### src/rtl/reg_write_bank.sv
// Write side of the 32-entry register file: decoded single-port write plus a
// one-register-per-cycle bank clear sequence, all outputs registered.
module reg_write_bank #(
  parameter int N        = 32,
  parameter bit ZERO_REG = 1'b1
) (
  input  logic            clk,
  input  logic            rst_n,
  input  logic            wr_en,
  input  logic [4:0]      wr_addr,
  input  logic [N-1:0]    wr_data,
  input  logic            clr_req,
  output logic            wr_ack,
  output logic            busy,
  output logic            clr_done,
  output logic [32*N-1:0] regs_flat
);

  typedef enum logic {IDLE, CLEAR} state_e;

  state_e                state_q;
  logic [4:0]            clrIdx_q;
  logic [31:0][N-1:0]    regs_q, regs_d;
  logic                  wrAck_q, busy_q, clrDone_q;

  // Bank next value: clear walk wins over writes, and a clear request in IDLE
  // swallows any simultaneous write. Hardwired reg 0 never takes a value.
  always_comb begin
    regs_d = regs_q;
    if (state_q == CLEAR) begin
      regs_d[clrIdx_q] = '0;
    end else if (wr_en && !clr_req) begin
      regs_d[wr_addr] = wr_data;
    end
    if (ZERO_REG) begin
      regs_d[0] = '0;
    end
  end

  always_ff @(posedge clk or negedge rst_n) begin
    if (!rst_n) begin
      state_q   <= IDLE;
      clrIdx_q  <= '0;
      regs_q    <= '0;
      wrAck_q   <= 1'b0;
      busy_q    <= 1'b0;
      clrDone_q <= 1'b0;
    end else begin
      regs_q    <= regs_d;
      wrAck_q   <= 1'b0;
      clrDone_q <= 1'b0;
      case (state_q)
        IDLE: begin
          if (clr_req) begin
            state_q  <= CLEAR;
            clrIdx_q <= '0;
            busy_q   <= 1'b1;
          end else if (wr_en) begin
            wrAck_q <= 1'b1;
          end
        end
        CLEAR: begin
          // Index wraps naturally to 0 after the last register
          clrIdx_q <= clrIdx_q + 5'd1;
          if (clrIdx_q == 5'd31) begin
            state_q   <= IDLE;
            busy_q    <= 1'b0;
            clrDone_q <= 1'b1;
          end
        end
        default: state_q <= IDLE;
      endcase
    end
  end

  assign wr_ack    = wrAck_q;
  assign busy      = busy_q;
  assign clr_done  = clrDone_q;
  assign regs_flat = regs_q;

endmodule
### config.mk
export PLATFORM = sky130hd
export DESIGN_NAME = reg_write_bank
export DESIGN_NICKNAME = d
export VERILOG_FILES = /design/src/rtl/reg_write_bank.sv
export SDC_FILE = /design/constraint.sdc
export NUM_CORES = 1
export LEC_CHECK = 0
export CAP_MARGIN = 25
export CORE_AREA = 2 2 414 416
export DETAILED_ROUTE_END_ITERATION = 7
export DIE_AREA = 0 0 416 418
export DONT_BUFFER_PORTS = 1
export PLACE_DENSITY_LB_ADDON = 0.3
export REMOVE_ABC_BUFFERS = 1
export SYNTH_ARGS = -nofsm -noshare
export SYNTH_HDL_FRONTEND = slang
export SYNTH_SLANG_ARGS = --single-unit
### constraint.sdc
create_clock -name clk -period 3.1 [get_ports clk]
set_input_delay 0.775 -clock clk [delete_from_list [all_inputs] [get_ports clk]]
set_output_delay 0.775 -clock clk [all_outputs]
set_load 0.02 [all_outputs]
-- After elaboration in Yosys (flattened, before gate mapping)
Index checks and enable logic that the tools add are counted.
- reductions and logical operators: 6
- bitwise gates (word level): 3
- $lt $le $gt $ge: 4
- mux-type cells: 20
- add/sub/neg operators: 1
- equality and inequality tests: 3
- operators by type and width (kind ; count):
    2-to-1 mux 1024 bit ; 2
    AND 1024 bit ; 1
    bitwise mux 1024 bit ; 1
    NOT 1024 bit ; 1
    demux 32 bit (select 5 bit) ; 2
    2-to-1 mux 32 bit ; 2
    < comparator 5 x 6 -> 1 bit, second input constant ; 2
    >= comparator 5 x 1 -> 1 bit, second input constant ; 2
    case mux 5 bit (2 select lines) ; 1
    2-to-1 mux 1 bit ; 9
    adder 5 x 1 -> 5 bit, second input constant ; 1
    == test 5 bit, second input constant ; 1
    2-to-1 mux 5 bit ; 1
    case mux 1 bit (2 select lines) ; 2
    logical AND 1 bit ; 3
    != test 2 x 1 -> 1 bit, second input constant ; 1
    != test 2 bit, second input constant ; 1
    AND reduction 2 bit ; 1
    nonzero test 2 bit ; 1
    logical NOT 1 bit ; 1
    NOT 1 bit ; 1
- output and inout port bits: 1027
- word-level logic and storage cells: 73
- register bits after elaboration: 1001

-- Longest topological paths before layout
- depth in word-level cells: 7
- depth in mapped cells: 7
- depth with buffers taken out: 5

-- Worst setup path after synthesis
OpenSTA, ideal clock, no wires.
- path type: input to register
- start: input wr_addr[2]
- end: register regs_q (netlist bit regs_flat[129])
- stages: 6
- data required time: 3034 ps
- data arrival time: 2034 ps
- slack: 1000 ps
- path buffers: 3
- cell sequence: buf_2 -> buf_6 -> and4bb_2 -> a22oi_1 -> clkbuf_1 -> a22o_1
- cells in the longest elaborated chain, start to end: 7
- ends and longest elaborated chain (item ; RTL line ; source):
    start, declared ; 10 ; input logic [4:0] wr_addr,
    < comparator 5 x 6 -> 1 bit (not written as such) or >= comparator 5 x 1 -> 1 bit (tied branches) ; 33 ; regs_d[wr_addr] = wr_data;
    logical AND 1 bit (not written as such) ; 33 ;
    2-to-1 mux 32 bit (not written as such) ; 33 ;
    demux 32 bit (select 5 bit) * ; 33 ;
    bitwise mux 1024 bit * ; 33 ;
    2-to-1 mux 1024 bit * ; 32 ; end else if (wr_en && !clr_req) begin
    2-to-1 mux 1024 bit * ; 30 ; if (state_q == CLEAR) begin
    end signal, assigned ; 49 ; regs_q <= regs_d;
    end, declared ; 23 ; logic [31:0][N-1:0] regs_q, regs_d;
Mark *: on every way between the ends. The rest lies on a longest branch, timed or not. The select of a mux whose other input is x is not followed.
A chain may end at the register's enable or synchronous reset.

==> results_dict.tcl <==
set metrics [dict create \
    status "complete, no violations" \
    io_buffers 0 \
    p_leak_nw 20.0 \
    reg2reg_slack_ns 0.77 \
    clockBufferDepth 3 \
    min_period_over_period 0.789 \
    yosys.area.top_type "dfrtp_1" \
    slew_viol_final 0 \
    post_cts_buffers 0 \
    syn_avg_cell_area_sq_um 14.9 \
    r2r-start "state_q" \
    synth_top_family_by_area "compound AO/OA/AOI/OAI gates" \
    place_congestion 0.763 \
    setup.worst_path.end "regs_flat[419]" \
    irDropWorstVdd_uv 503 \
    grt_usage 0.183 \
    yosysUniqueCellTypes 44 \
    dieHeight_um 418 \
    core_area_sq_um 169000 \
    worstSetupStartpoint "rst_n" \
    dieWidth_um 416 \
    multi_input_area_sq_um 10300 \
    pin_count 1068 \
    avgRoutedWirePerCell_um 36.0 \
    rsz0062_at_grt "no" \
    numCtsBuffers 109 \
    cts-root-buf "clkbuf_16" \
    cellPowerDensity_nw_per_um2 728 \
    worst_pin_slew_ns 1.09 \
    layout.nets 2389 \
    required_ns 3.83 \
    critPathCaptureType "async pin" \
    final-hold-violation-count 0 \
    grt_max_degree 1002 \
    drc_errors 0 \
    layout_min_cycle_time_ns 2.44 \
    num_vias 24300 \
    synth_cells 2466 \
    critical_path_peak_fanout 193 \
    cts_sinks 1001 \
    synth-seq-area-share 0.683 \
    r2r-end "regs_flat[905]" \
    synth-simple-area-share 0.0237 \
    dieArea_sq_um 174000 \
    synth_compound_area_frac 0.245 \
    grt_overflow_total 0 \
    grt_pass1_vias 23300 \
    relSlewSlack 0.271 \
    tns_ns 0 \
    grt_pass1_wl_mm 222 \
    yosys.area_share.adder 0.00171 \
    final-seq-area_sq_um 25000 \
    viasPerCell 5.22 \
    ant_nets 0 \
    synth_top_area_frac 0.683 \
    drive_gt1_frac 0.131 \
    synth-xor-area-share 0.000478 \
    path_class "in2async" \
    nFillCells 17200 \
    hp-class "in2async" \
    synthesis.area_sq_um 36700 \
    clkTransAtPathRegs_ns 0.07 \
    core.rowCount 151 \
    clock_latency_ns 0.76 \
    drt_iter0_drc 2744 \
    cp_data_arrival_time_ns 3.17 \
    wirelength_mm 167 \
    cap_violations 0 \
    tritoncts "built" \
    netlist_top_cells_area "dfrtp_1, a22o_1, buf_2" \
    synth_warnings 0 \
    initial_core_util 0.217 \
    area_delta_synth_final_pct 15.9 \
    fin_util 0.251 \
    muxShareOfSynthArea 0.000307 \
    htree_levels 3 \
    setup_violations 0 \
    first_pass_iters 6 \
    fmax_ghz 0.409 \
    dp_hpwl_mm 99.5 \
    reg2regPathDepth 5 \
    antenna_found_initial 5 \
    skew_ns 0.0251 \
    ys_ff_latch 1001 \
    startpoint_type "input port" \
]
[cell families (layout without fill, tap and decap cells)]
logic type	after synthesis	in the layout
compound gates	1028	1028
flops	1001	1001
buf+inv	340	272
simple gates	88	88
fa+ha+maj	5	5
xor+xnor	2	2
other cells	1	33
mux	1	1
[stage by stage]
stage	hold WS, ns	std cells	instance area [sq um]	setup WS [ns]	total power, mW
6_report	0.0366	4648	42500	0.655	30.9
5_1_grt	0.0549	4647	42500	0.468	32.1
4_1_cts	-0.344	4640	42300	0.692	31.1
3_5_place_dp	0.502	4443	38700	0.586	17.5
3_3_place_gp	0.502	4443	38700	0.591	17.5
2_1_floorplan	0.479	2161	35100	0.125	16.3
[worst max-delay path, cell delays in order]
cell and delay [ns]:
buf_16 0.49, buf_16 0.64, buf_16 0.51
[routing by layer]
layer | up-vias | share of wire | routed length [um] | GRT usage
met5 | - | 0.000078 | 13 | 0
met4 | 2 | 0.033 | 5560 | 0.0651
li1 | 9159 | - | - | -
met2 | 1506 | 0.50 | 83000 | 0.305
met1 | 13300 | 0.38 | 64000 | 0.227
met3 | 299 | 0.088 | 14600 | 0.0516
[cells in the final DEF, fill, tap and decap left out, types with 4 or more instances in the layout]
cell,synthesis,routed
dfrtp_1,1001,1001
a22o_1,996,996
clkbuf_16,0,112
buf_4,51,62
conb_1,1,32
a22oi_2,2,31
clkbuf_1,146,29
clkbuf_8,0,22
nor2_4,7,11
clkinv_2,0,10
nor4_4,3,8
clkinv_4,0,7
nor3_4,0,6
bufinv_16,0,6
and3_1,5,5
and3b_1,5,5
ha_1,5,5
buf_16,0,5
inv_1,4,4
and2_1,5,4
nor2_1,7,4
and4bb_2,4,4
nor2_2,5,4
clkinvlp_4,0,4
[registers in the layout, summed over array words and instances (netlist names)]
signal / count
busy: 1
clrIdx_q: 5
clr_done: 1
regs_flat: 992
state_q: 1
wr_ack: 1
[timing repair]
action,4_1_cts,5_1_grt
gates resized for setup,0,0
setup endpoints to repair,0,181
endpoints found under the hold margin,1001,11
[cells in the mapped netlist (all sizes together)]
master / number
nand3: 1
and4bb: 4
mux2: 1
nand3b: 1
or2: 2
or4bb: 1
xnor2: 1
dfrtp: 1001
nor2: 19
nand2: 1
and3b: 5
nor4: 10
o22ai: 1
nor2b: 3
nor4bb: 3
nand4b: 2
clkbuf: 146
a22o: 996
inv: 4
and2: 5
conb: 1
and3: 5
nand2b: 3
nor3: 6
nand4bb: 2
buf: 190
ha: 5
nor4b: 6
nor3b: 2
a22oi: 31
and4b: 3
or4: 1
or4b: 3
xor2: 1
[cell type report]
type | count | share of cell area
Sequential cell | 1001 | 0.589
Multi-Input combinational cell | 1156 | 0.243
Clock buffer | 162 | 0.0751
Tap cell | 2218 | 0.0653
Timing Repair Buffer | 71 | 0.0160
Clock inverter | 35 | 0.0109
Inverter | 4 | 0.000353
Antenna cell | 1 | 0.0000589
[how the worst min path moves through the flow]
| stage | startpoint | end | slack, ns | depth (start not counted) |
|---|---|---|---|---|
| floorplan | rst_n | busy | 0.48 | 0 |
| global placement | rst_n | regs_flat[583] | 0.50 | 0 |
| detailed placement | rst_n | regs_flat[583] | 0.50 | 0 |
| CTS | rst_n | regs_flat[583] | -0.34 | 0 |
| global route | rst_n | regs_flat[903] | 0.05 | 1 |
| finish | rst_n | regs_flat[666] | 0.04 | 1 |
[where the power goes]
part	switching, mW	total [mW]	internal, mW
registers	1.43	15.1	13.7
clock network	5.75	13.4	7.65
logic	1.67	2.43	0.763
total	8.85	30.9	22.1
No activity file was read; power rests on OpenSTA's default activity.
